--- config.mk ---
export PLATFORM = sky130hd
export DESIGN_NAME = decode_stage
export DESIGN_NICKNAME = d
export VERILOG_FILES = /design/src/rtl/decode_stage.sv
export SDC_FILE = /design/constraint.sdc
export NUM_CORES = 1
export LEC_CHECK = 0
export CORE_MARGIN = 2
export CORE_UTILIZATION = 50
export DETAILED_ROUTE_END_ITERATION = 10
export PLACE_DENSITY = 0.82
export SETUP_SLACK_MARGIN = 0.5
export SYNTH_ARGS = -nofsm -noshare
export SYNTH_HDL_FRONTEND = slang
export SYNTH_SLANG_ARGS = --single-unit
--- constraint.sdc ---
create_clock -name clk -period 15.9 [get_ports clk]
set_input_delay 4.77 -clock clk [delete_from_list [all_inputs] [get_ports clk]]
set_output_delay 4.77 -clock clk [all_outputs]
set_load 0.05 [all_outputs]
--- src/rtl/decode_stage.sv ---
// ---------------------------------------------------------------------------
// decode_stage -- ID stage of a 16-bit, 16-register pipeline.
//
// Decodes the IF/ID instruction, reads the register file (write-back bypass
// included), detects load-use / flag / branch-register hazards, resolves
// B/BR branches combinationally and registers the decoded fields into ID/EX.
//
// Ports
//   clk, rst                 clock, synchronous active-high reset
//   enable                   downstream advance (0 holds ID/EX, masks stall)
//   curr_pc_fd, next_pc_fd   IF/ID program counters
//   curr_instr_fd            IF/ID instruction word
//   flags_curr               {Z,V,N} from the flag register
//   ex_dst/ex_reg_wr/ex_mem_rd/ex_sets_flags  instruction currently in EX
//   wb_wr_en/wb_dst/wb_data  register write-back port
//   stall, branch_taken, branch_target        combinational from IF/ID
//   *_de                     registered ID/EX payload
//
// Fields an opcode does not use are driven as zero in ID/EX: rs/rt data of
// registers that are not read, imm of opcodes without an immediate, and
// dst_de of opcodes that never write a register (SW, B, BR, HLT).
// ---------------------------------------------------------------------------
module decode_stage (
    input  logic        clk,
    input  logic        rst,
    input  logic        enable,
    input  logic [15:0] curr_pc_fd,
    input  logic [15:0] next_pc_fd,
    input  logic [15:0] curr_instr_fd,
    input  logic [2:0]  flags_curr,
    input  logic [3:0]  ex_dst,
    input  logic        ex_reg_wr,
    input  logic        ex_mem_rd,
    input  logic        ex_sets_flags,
    input  logic        wb_wr_en,
    input  logic [3:0]  wb_dst,
    input  logic [15:0] wb_data,
    output logic        stall,
    output logic        branch_taken,
    output logic [15:0] branch_target,
    output logic [15:0] rs_data_de,
    output logic [15:0] rt_data_de,
    output logic [15:0] imm_de,
    output logic [15:0] next_pc_de,
    output logic [3:0]  opcode_de,
    output logic [3:0]  dst_de,
    output logic        reg_wr_de,
    output logic        mem_rd_de,
    output logic        mem_wr_de,
    output logic        halt_de
);

    localparam int unsigned DW   = 16;
    localparam int unsigned AW   = 4;
    localparam int unsigned NREG = 16;

    localparam logic [3:0] OP_SLL = 4'h4;
    localparam logic [3:0] OP_SRA = 4'h5;
    localparam logic [3:0] OP_ROR = 4'h6;
    localparam logic [3:0] OP_LW  = 4'h8;
    localparam logic [3:0] OP_SW  = 4'h9;
    localparam logic [3:0] OP_LLB = 4'hA;
    localparam logic [3:0] OP_LHB = 4'hB;
    localparam logic [3:0] OP_B   = 4'hC;
    localparam logic [3:0] OP_BR  = 4'hD;
    localparam logic [3:0] OP_PCS = 4'hE;
    localparam logic [3:0] OP_HLT = 4'hF;

    // Current PC is carried in IF/ID for other stages; decode has no use for it.
    logic unused_c;
    assign unused_c = ^curr_pc_fd;

    // Instruction fields
    logic [3:0] op;
    logic [3:0] f_a;
    logic [3:0] f_b;
    logic [3:0] f_c;
    logic [2:0] cond;
    assign op   = curr_instr_fd[15:12];
    assign f_a  = curr_instr_fd[11:8];
    assign f_b  = curr_instr_fd[7:4];
    assign f_c  = curr_instr_fd[3:0];
    assign cond = curr_instr_fd[11:9];

    // Register file; R0 is never written so it stays zero after reset.
    logic [DW-1:0] rf_q [NREG];

    always_ff @(posedge clk) begin
        if (rst) begin
            for (int unsigned i = 0; i < NREG; i++) begin
                rf_q[i] <= '0;
            end
        end else if (wb_wr_en && (wb_dst != '0)) begin
            rf_q[wb_dst] <= wb_data;
        end
    end

    // Field selection per opcode.
    logic [AW-1:0] rs_addr;
    logic [AW-1:0] rt_addr;
    logic          rs_used;
    logic          rt_used;
    logic          rs_is_pc;
    logic [AW-1:0] dst_dec;
    logic [DW-1:0] imm_dec;
    logic          wr_op;

    always_comb begin
        rs_addr  = f_b;
        rt_addr  = f_c;
        rs_used  = 1'b0;
        rt_used  = 1'b0;
        rs_is_pc = 1'b0;
        dst_dec  = '0;
        imm_dec  = '0;
        wr_op    = 1'b0;
        case (op)
            OP_SLL, OP_SRA, OP_ROR: begin
                rs_used = 1'b1;
                dst_dec = f_a;
                imm_dec = DW'(f_c);
                wr_op   = 1'b1;
            end
            OP_LW: begin
                rs_used = 1'b1;
                dst_dec = f_a;
                imm_dec = {{11{f_c[3]}}, f_c, 1'b0};
                wr_op   = 1'b1;
            end
            OP_SW: begin
                rs_used = 1'b1;
                rt_used = 1'b1;
                rt_addr = f_a;
                imm_dec = {{11{f_c[3]}}, f_c, 1'b0};
            end
            OP_LLB, OP_LHB: begin
                rs_used = 1'b1;
                rs_addr = f_a;
                dst_dec = f_a;
                imm_dec = DW'(curr_instr_fd[7:0]);
                wr_op   = 1'b1;
            end
            OP_B: begin
            end
            OP_BR: begin
                rs_used = 1'b1;
            end
            OP_PCS: begin
                rs_is_pc = 1'b1;
                dst_dec  = f_a;
                wr_op    = 1'b1;
            end
            OP_HLT: begin
            end
            default: begin
                // ADD, SUB, XOR, RED, PADDSB: three-register format
                rs_used = 1'b1;
                rt_used = 1'b1;
                dst_dec = f_a;
                wr_op   = 1'b1;
            end
        endcase
    end

    // Register reads with write-back bypass; R0 always reads zero.
    logic [DW-1:0] rs_rd;
    logic [DW-1:0] rt_rd;

    always_comb begin
        rs_rd = rf_q[rs_addr];
        rt_rd = rf_q[rt_addr];
        if (wb_wr_en && (wb_dst == rs_addr)) rs_rd = wb_data;
        if (wb_wr_en && (wb_dst == rt_addr)) rt_rd = wb_data;
        if (rs_addr == '0) rs_rd = '0;
        if (rt_addr == '0) rt_rd = '0;
    end

    logic [DW-1:0] rs_val;
    logic [DW-1:0] rt_val;
    assign rs_val = rs_is_pc ? next_pc_fd : (rs_used ? rs_rd : '0);
    assign rt_val = rt_used ? rt_rd : '0;

    // Branch condition evaluation on {Z,V,N}.
    logic flag_z;
    logic flag_v;
    logic flag_n;
    logic cond_true;
    assign flag_z = flags_curr[2];
    assign flag_v = flags_curr[1];
    assign flag_n = flags_curr[0];

    always_comb begin
        cond_true = 1'b0;
        case (cond)
            3'b000:  cond_true = !flag_z;
            3'b001:  cond_true = flag_z;
            3'b010:  cond_true = !flag_z && !flag_n;
            3'b011:  cond_true = flag_n;
            3'b100:  cond_true = flag_z || (!flag_z && !flag_n);
            3'b101:  cond_true = flag_n || flag_z;
            3'b110:  cond_true = flag_v;
            default: cond_true = 1'b1;
        endcase
    end

    // Hazard detection.
    logic is_b;
    logic is_br;
    logic load_use;
    logic flag_haz;
    logic br_haz;
    assign is_b  = (op == OP_B);
    assign is_br = (op == OP_BR);

    assign load_use = ex_mem_rd && (ex_dst != '0) &&
                      ((rs_used && (rs_addr == ex_dst)) ||
                       (rt_used && (rt_addr == ex_dst)));
    assign flag_haz = (is_b || is_br) && (cond != 3'b111) && ex_sets_flags;
    assign br_haz   = is_br && ex_reg_wr && (ex_dst == f_b) && (ex_dst != '0);

    // A held downstream already freezes the front end, so stall is masked.
    assign stall = enable && (load_use || flag_haz || br_haz);

    assign branch_taken  = (is_b || is_br) && cond_true && !stall;
    assign branch_target = is_br ? rs_rd
                                 : DW'(next_pc_fd + {{6{curr_instr_fd[8]}}, curr_instr_fd[8:0], 1'b0});

    // ID/EX pipeline register.
    logic [DW-1:0] rs_data_q, rs_data_d;
    logic [DW-1:0] rt_data_q, rt_data_d;
    logic [DW-1:0] imm_q,     imm_d;
    logic [DW-1:0] npc_q,     npc_d;
    logic [3:0]    opcode_q,  opcode_d;
    logic [AW-1:0] dst_q,     dst_d;
    logic          reg_wr_q,  reg_wr_d;
    logic          mem_rd_q,  mem_rd_d;
    logic          mem_wr_q,  mem_wr_d;
    logic          halt_q,    halt_d;

    always_comb begin
        rs_data_d = rs_data_q;
        rt_data_d = rt_data_q;
        imm_d     = imm_q;
        npc_d     = npc_q;
        opcode_d  = opcode_q;
        dst_d     = dst_q;
        reg_wr_d  = reg_wr_q;
        mem_rd_d  = mem_rd_q;
        mem_wr_d  = mem_wr_q;
        halt_d    = halt_q;
        if (enable) begin
            if (stall) begin
                rs_data_d = '0;
                rt_data_d = '0;
                imm_d     = '0;
                npc_d     = '0;
                opcode_d  = '0;
                dst_d     = '0;
                reg_wr_d  = 1'b0;
                mem_rd_d  = 1'b0;
                mem_wr_d  = 1'b0;
                halt_d    = 1'b0;
            end else begin
                rs_data_d = rs_val;
                rt_data_d = rt_val;
                imm_d     = imm_dec;
                npc_d     = next_pc_fd;
                opcode_d  = op;
                dst_d     = dst_dec;
                reg_wr_d  = wr_op && (dst_dec != '0);
                mem_rd_d  = (op == OP_LW);
                mem_wr_d  = (op == OP_SW);
                halt_d    = (op == OP_HLT);
            end
        end
    end

    always_ff @(posedge clk) begin
        if (rst) begin
            rs_data_q <= '0;
            rt_data_q <= '0;
            imm_q     <= '0;
            npc_q     <= '0;
            opcode_q  <= '0;
            dst_q     <= '0;
            reg_wr_q  <= 1'b0;
            mem_rd_q  <= 1'b0;
            mem_wr_q  <= 1'b0;
            halt_q    <= 1'b0;
        end else begin
            rs_data_q <= rs_data_d;
            rt_data_q <= rt_data_d;
            imm_q     <= imm_d;
            npc_q     <= npc_d;
            opcode_q  <= opcode_d;
            dst_q     <= dst_d;
            reg_wr_q  <= reg_wr_d;
            mem_rd_q  <= mem_rd_d;
            mem_wr_q  <= mem_wr_d;
            halt_q    <= halt_d;
        end
    end

    assign rs_data_de = rs_data_q;
    assign rt_data_de = rt_data_q;
    assign imm_de     = imm_q;
    assign next_pc_de = npc_q;
    assign opcode_de  = opcode_q;
    assign dst_de     = dst_q;
    assign reg_wr_de  = reg_wr_q;
    assign mem_rd_de  = mem_rd_q;
    assign mem_wr_de  = mem_wr_q;
    assign halt_de    = halt_q;

endmodule

Yosys cells after proc, flatten, opt, wreduce, memory -nomap -nowiden
Memory sizes are Yosys's and may differ from the RTL's.
Cells that the tools add are included.

word-level totals
  bits in registers = 76
  bits in latches = 0
  bits in writable memories = 256
  bits in read-only memories = 0
  output and inout port bits = 94
  word-level logic and storage cells = 109
  memories = 1

memories
  name  depth  width  rd ports  clocked after Yosys merged registers in  write ports  RTL line  RTL
  rf_q  16     16     2         0                                        16           86        logic [DW-1:0] rf_q [NREG];

operators by class
  add/subtract/negate cells = 1
  multipliers = 0
  div/mod/pow operators = 0
  order comparisons = 0
  equality and inequality tests = 23
  shift operators = 0
  muxes and demuxes = 35
  bitwise operators = 0
  reductions and logical operators = 39

operators with widths
  operator              number
  $mux W16              13
  $pmux W16 S3          1
  $eq A4 B4 Y1 const B  8
  $mux W4               6
  $eq A4 B4 Y1          5
  $logic_and A1 B1 Y1   17
  $add A16 B16 Y16      1
  $reduce_or A16 Y1     1
  $mux W1               14
  $eq A4 B3 Y1 const B  3
  $reduce_bool A4 Y1    3
  $reduce_or A10 Y1     1
  $eq A3 B3 Y1 const B  3
  $logic_not A4 Y1      2
  $pmux W1 S7           1
  $eq A3 B2 Y1 const B  2
  $logic_or A1 B1 Y1    6
  $reduce_or A3 Y1      2
  $reduce_or A2 Y1      2
  $reduce_or A4 Y1      1
  $eq A3 B1 Y1 const B  1
  $logic_not A1 Y1      3
  $logic_not A3 Y1      1
  $ne A3 B3 Y1 const B  1

Depth between registers and ports, before layout
  depth in word-level cells = 12
  mapped depth = 13
  gate-level depth less buffers = 11

Worst setup path before layout
OpenSTA, ideal clock, no wires.

  kind = input port to output port
  from = in curr_instr_fd[13]
  to = out branch_taken
  arrival = 8.149 ns
  data required time = 11.130 ns
  slack = 2.981 ns
  cell stages on the path = 10
  path buffers = 3
  cell sequence = buf_2 and4bb_1 buf_4 mux2i_1 buf_2 xnor2_1 nor3_2 a211oi_4 nor2_1 nor4_1

on the way
  word-level cells in the longest chain between the ends = 12
  elaborated cells between the ends (all ways) = 36
  those cells by class = eq/ne (13); mux (4); reduce/logical (19)

RTL lines
  element                  RTL line  RTL
  start: declaration       29        input logic [15:0] curr_instr_fd,
  $eq A4 B4 Y1             117       case (op)
  $reduce_or A2 Y1         n/a
  $mux W4                  117
  $eq A4 B4 Y1             216       ((rs_used && (rs_addr == ex_dst)) ||
  $logic_and A1 B1 Y1      216
  $logic_or A1 B1 Y1       216
  $logic_and A1 B1 Y1      215       assign load_use = ex_mem_rd && (ex_dst != '0) &&
  $logic_or A1 B1 Y1       222       assign stall = enable && (load_use || flag_haz || br_haz);
  $logic_or A1 B1 Y1 (*)   222
  $logic_and A1 B1 Y1 (*)  222
  via stall                38        output logic stall,
  $logic_not A1 Y1 (*)     224       assign branch_taken = (is_b || is_br) && cond_true && !stall;
  $logic_and A1 B1 Y1 (*)  224
  end: declaration         39        output logic branch_taken,

Mark *: on every way through the listed nets, which the timed path passes. The rest lies on a longest branch.

Worst setup path after layout
  from = in curr_instr_fd[15]
  to = out branch_target[7]

on the way
  word-level cells in the longest chain between the ends = 8
  elaborated cells between the ends (all ways) = 12
  those cells by class = eq/ne (4); mux (4); reduce/logical (3); memory (1)

RTL lines
  element                                                  RTL line  RTL
  branches (longest 7 deep; another with $mem_v2 Z16 W16)  n/a
  $mux W16 (*)                                             225       assign branch_target = is_br ? rs_rd
  end: declaration                                         40        output logic [15:0] branch_target,

Mark *: on every way between the ends.

==> reports/qor.txt <==
Outcome: complete, no violations
Worst rel slew slack: 12.2%
CTS tree: built
Post-Route Skew: 16.1 ps
RSZ-0062 raised after global routing: false
Arrival @ worst endpoint: 9970 ps
Sequential share of the synthesized area: 48.6%
Final Setup Violations: 0
Layout Utilization: 59.1%
Htree depth: 2
Core area: 36700 um^2
Slew @ Worst Pin: 1320 ps
DRT antenna net count: 0
Drt first pass iters: 7
Syn Inst Count: 1907
WS Path Type: in -> out
Final net count: 2087
#FFs+latches synth: 325
Crit path cell chain: clkdlybuf4s50_1 -> and3b_1 -> mux2_8 -> buf_4 -> mux2i_1 -> o22ai_1 -> o21ai_0 -> nand3_1 -> mux2_2 -> clkdlybuf4s50_1
Top_reg_cell synth: edfxtp_1
Routed len/inst: 24.3 um
Ratio of cells with drive above 1 in the final layout: 7.84%
Final wirelength: 60400 um
Top cell by count, worst path: clkdlybuf4s50_1
Via count of the first global-routing pass: 15400
Die area: 38900 um^2
Period minus WS final: 14740 ps
Via density: 6.41
DP HPWL: 36200 um
Sink Count: 325
FILL cells: 2942
Via Count: 15900
NetSw: 0.668 mW
Area added between synthesis and finish: 16.1%
Mapped Area: 18700 um^2
Max Cap Viol: 0
Skew-Pair Late Insertion Delay: 530 ps
Die Height: 197 um
Root Buffer: clkbuf_16
Number of buffers created by CTS: 35
Area taken by multi-input logic gates: 8960 um^2
CP top delay family: buffers and inverters
PortBufs: 159
Slew Viols, Final: 0
Worst vdd ir: 0.0855 mV
Largest net degree at the start of global routing: 103
Max clock buf depth: 3
Most frequent cells in the layout: 311 x nand2_1, 256 x edfxtp_1, 248 x and2_1
HP Class: reg -> reg
# DRC: 0
Crit-path max FO: 102
Die width: 197 um
FFs w/ async S/R, synth: 0%
Syn_area_per_cell: 9.79 um^2
Number of hold buffers added after cts: 0
Initial antenna violation count: 0
Initial drt markers: 2238
Comb pwr share: 19.8%
Ant diodes: 0
Net Sw Frac: 29.4%
Tcrit/Tclk final: 92.7%
Fmax: 0.0679 GHz
Synth warnings: 0
Max incr delay on CP: 940 ps
CP Capture Type: primary output
CTS resizes: 0
Starting density of the core: 50.9%
EDFF count, synth: 256
CP Buf/Inv Count: 3
Critical Path RT: 11130 ps
GRT Util Overall: 30.5%
Sequential share of power: 43.7%
Ports: 176
Power per cell area: 105 nW/um^2
Internal power: 1.60 mW
Final-report hold violation count: 0
Critical-path top delay cell: mux2_8
GRT Residual Overflow: 0
Commonest non-fill, non-tap cell in the layout: nand2_1
Crit start category: primary input
Routability Congestion: 0.941
LEAKAGE: 8.09 nW
First-pass GRT wire length: 89000 um
Storage element area: 9070 um^2
Clock power frac: 36.4%
Rows: 70
Setup Fix Bufs, Post-CTS: 0
Synth cell types: 66
Setup TNS: 0 ps
Reg clk slew, reported paths: 60 ps
## final timing paths
path	depth (start not counted)	end	from	slack, ps
worst max-delay path	10	branch_target[7]	curr_instr_fd[15]	1160
worst max register to register	6	rt_data_de[15]	rf_q[7][15]	14060
worst min-delay path	2	next_pc_de[3]	next_pc_de[3]	460
worst min register to register	2	next_pc_de[3]	next_pc_de[3]	460
## Yosys cell counts, types with 34 or more instances
master	n	area, um^2
a211oi_1	34	255
a21oi_1	89	445
and2_1	248	1550
buf_2	43	215
clkbuf_1	101	379
dfxtp_1	69	1380
edfxtp_1	256	7690
mux2i_1	133	1330
nand2_1	311	1170
nand3_1	75	375
nor2_1	65	244
o21ai_0	49	245
o22ai_1	65	407
## stage by stage
| step | setup slack (ps) | total power [mW] | area [um^2] | hold WS [ps] | cells |
|---|---|---|---|---|---|
| floorplan | 2980 | 1.29 | 18700 | 686 | 1922 |
| global placement | 1400 | 1.43 | 20500 | 447 | 2421 |
| detailed placement | 1220 | 1.45 | 20500 | 454 | 2421 |
| CTS | 1230 | 2.26 | 21700 | 461 | 2483 |
| global route | 980 | 2.33 | 21700 | 473 | 2483 |
| finish | 1160 | 2.27 | 21700 | 460 | 2483 |
## power groups by stage
stage               sequential, mW  combinational, mW  clock [mW]
floorplan                     1.04              0.256           0
global placement              1.01              0.428           0
detailed placement            1.01              0.437           0
CTS                          0.992              0.441       0.828
global route                 0.997              0.472       0.862
finish                       0.993              0.451       0.827
## registers in the layout (all words and copies together), names as in the netlist, 4 cells and up
signal,flops
dst_de,4
imm_de,9
next_pc_de,16
opcode_de,4
rf_q,256
rs_data_de,16
rt_data_de,16
## layer usage
layer  global-route usage (%)  part of all wire (%)  wire length, um  up-vias
met2                     49.0                    45            27400     1194
met5                        0                     0                0        -
li1                         -                     -                -     7022
met4                     15.1                   5.1             3100        0
met3                     6.85                    13             8110      243
met1                     38.9                    36            21800     7464
## worst min-delay path, delay by kind of cell (launching register included)
| kind | cells | cell delay [ps] |
|---|---|---|
| AOI/OAI and AO/OA | 1 | 50 |
| DFF | 1 | 310 |
| and+or+nand+nor | 1 | 60 |
## layout make-up
class                      count  area share, %
sequential                   325           41.8
multi-input combinational   1417           41.3
timing repair buffer         199           8.71
clock buffer                  39           4.11
tap                          468           2.70
clock inverter                23           1.13
inverter                      12          0.208
## logic make-up (layout without fill, tap and decap cells)
family	after synthesis	count (layout)	share of synthesized area, %
AND/OR/NAND/NOR	813	813	21.8
AO/OA/AOI/OAI	394	394	14.5
flip-flops	325	325	48.6
buffers and inverters	180	273	4.25
multiplexers	151	151	8.46
XOR/XNOR	28	28	1.35
adder cells (fa/ha/maj)	15	15	1.05
other	1	16	0.0201
Power figures use the tool's default switching activity.
==> RTL change (config.mk and constraints unchanged) <==
`rt_data_q` no longer has a reset.
--- a/src/rtl/decode_stage.sv
+++ b/src/rtl/decode_stage.sv
@@ -278,7 +278,6 @@
     always_ff @(posedge clk) begin
         if (rst) begin
             rs_data_q <= '0;
-            rt_data_q <= '0;
             imm_q     <= '0;
             npc_q     <= '0;
             opcode_q  <= '0;
@@ -289,7 +288,6 @@
             halt_q    <= 1'b0;
         end else begin
             rs_data_q <= rs_data_d;
-            rt_data_q <= rt_data_d;
             imm_q     <= imm_d;
             npc_q     <= npc_d;
             opcode_q  <= opcode_d;
@@ -299,6 +297,10 @@
             mem_wr_q  <= mem_wr_d;
             halt_q    <= halt_d;
         end
+    end
+
+    always_ff @(posedge clk) begin
+        rt_data_q <= rt_data_d;
     end
 
     assign rs_data_de = rs_data_q;
Formal check against the unedited RTL: not equivalent (a bounded check fails within 4 cycles, from zero or initial values and one cycle with rst high).
==> RTL change against the unedited design <==
  * Sequential cell count unchanged
  * Area after synthesis increased by 0.33%
  * Highest routed layer unchanged
  * Wire length increased by 4.9%
  * Largest cell class unchanged
  * Utilization decreased by 0.096 points
  * Critical endpoint is now branch_target[12]
  * Cell area about the same
  * Via count increased by 4.9%
  * Clock power increased by 5.1%
  * Combinational power increased by 9.3%
  * Total power increased by 4.2%
  * Register-to-register slack got worse by 0.20 ns
  * Setup slack improved by 0.36 ns
==> RTL change: results (changes against the unedited design) <==
Highest routed metal layer: met4. The delay of the slowest cell on the worst path was 0.90 ns (-0.04 ns); the total length of routed met3 wires was 8950 um (+10%). Signal arrival time at the worst endpoint: 9.61 ns (-0.36 ns).

The met1 capacity usage during global routing was 40.1% (+1.2 points); the count of nets after finishing was 2,032 (-2.6%). The met1 wire length came out at 22,100 um (+1.3%). The sequential element share of the synthesized area is 49.3% (+0.70 points).

The reg2reg setup slack is 13.86 ns (-0.20 ns), and the fraction of power spent switching nets is 30.3% (+0.89 points). The synthesized-area fraction occupied by xor and xnor cells was 1.26% (-0.091 points); the number of enable flip-flop cells after synthesis was 272 (+6.3%). The number of fill cells came out at 2,887 (-1.9%).

Destination of the worst hold path: halt_de$_SDFFE_PP0P_. The total CTS buffers was 36 (+2.9%); the number of vias per cell was 6.87 (+7.2%). The run gives 20.8% (+1.0 points) as the relative contribution of combinational cells to total power.

The run gives 0.935 (-0.64%) as the final weighted congestion of routability-driven global placement. The worst register-to-register path begins at rf_q[12][14]$_SDFFCE_PN0P_. Slowest stage cell on the critical path: sky130_fd_sc_hd__clkdlybuf4s50_1. The depth of the worst register-to-register path was 7 (+1); the global-route met3 utilization was 7.02% (+0.17 points).

The total routing usage reported by global routing is 31.9% (+1.4 points). The tools report the routing usage on met2 as 49.8% (+0.72 points). Global-route wire length before repair: 94,700 um (+6.5%). The area share of the largest cell type after synthesis was 43.6% (+2.4 points); the number of detailed-route iterations in the first pass was 8 (+1). The endpoint identified for the worst register-to-register timing path is rs_data_de[14]$_SDFFE_PP0P_. For the number of distinct library cell variants in the gate-level netlist after synthesis, the log shows 72 (+9.1%). The startpoint identified for the worst hold timing path is halt_de$_SDFFE_PP0P_. The most critical setup path has its endpoint at branch_target[12]. The run gives 101 (-1.9%) as the largest net degree at the start of global routing. Sorting the synthesized cells by how often they occur yields sky130_fd_sc_hd__nand2_1 (282), sky130_fd_sc_hd__edfxtp_1 (272), sky130_fd_sc_hd__nor3_1 (169). After synthesis, the cell types taking the most area are sky130_fd_sc_hd__edfxtp_1 (44%), sky130_fd_sc_hd__mux2i_1 (6.0%), sky130_fd_sc_hd__dfxtp_1 (5.7%).

The post-synthesis compound-gate area fraction came out at 13.2% (-1.3 points). The run finished with clean final reports. The run gives 39,200 um (+8.3%) as the half-perimeter wire length of the detailed placement result.

The maximum resistive drop on vdd came out at 0.0878 mV (+2.7%). The worst clock skew was 0.0225 ns (+0.00634 ns); the layout cell share with drive strength beyond 1 was 8.92% (+1.1 points). The slew at the pin with the worst max-slew slack works out to 1.41 ns (+0.0923 ns). The mux share of post-synthesis cell area is 9.12% (+0.67 points). The number of DRC markers after the initial detailed-route iteration came out at 2,421 (+8.2%). The combinational-cell power consumption was 0.000493 W (+9.3%); the maximum fanout count along the critical path was 57 (-44%). The number of global-route vias before repair came out at 16,300 (+5.8%). The adder-cell share of the synthesized area works out to 1.04% (-0.0034 points). Average detailed-routed wire length per instance: 26.1 um (+7.2%).
[RTL change: cell type report]
type	instances	area (um^2)	area share [%]
Clock buffer	43	952	4.39
Timing Repair Buffer	189	1810	8.33
Antenna cell	1	2.50	0.0115
Sequential cell	325	9230	42.5
Clock inverter	22	263	1.21
Multi-Input combinational cell	1353	8740	40.3
Tap cell	468	586	2.70
Inverter	30	113	0.519
[RTL change: per-stage QoR]
| stage | worst slack [ns] | instance area, um^2 | hold WS (ns) | utilization [%] | instances |
|---|---|---|---|---|---|
| final | 1.52 | 21700 | 0.463 | 59.0 | 2431 |
| after global routing | 1.43 | 21700 | 0.476 | 59.0 | 2430 |
| after CTS | 1.63 | 21700 | 0.464 | 59.0 | 2430 |
| after detailed placement | 1.67 | 20500 | 0.454 | 55.7 | 2365 |
| after global placement | 1.73 | 20500 | 0.448 | 55.7 | 2365 |
| after floorplan | 3.08 | 18800 | 0.672 | - | 1904 |
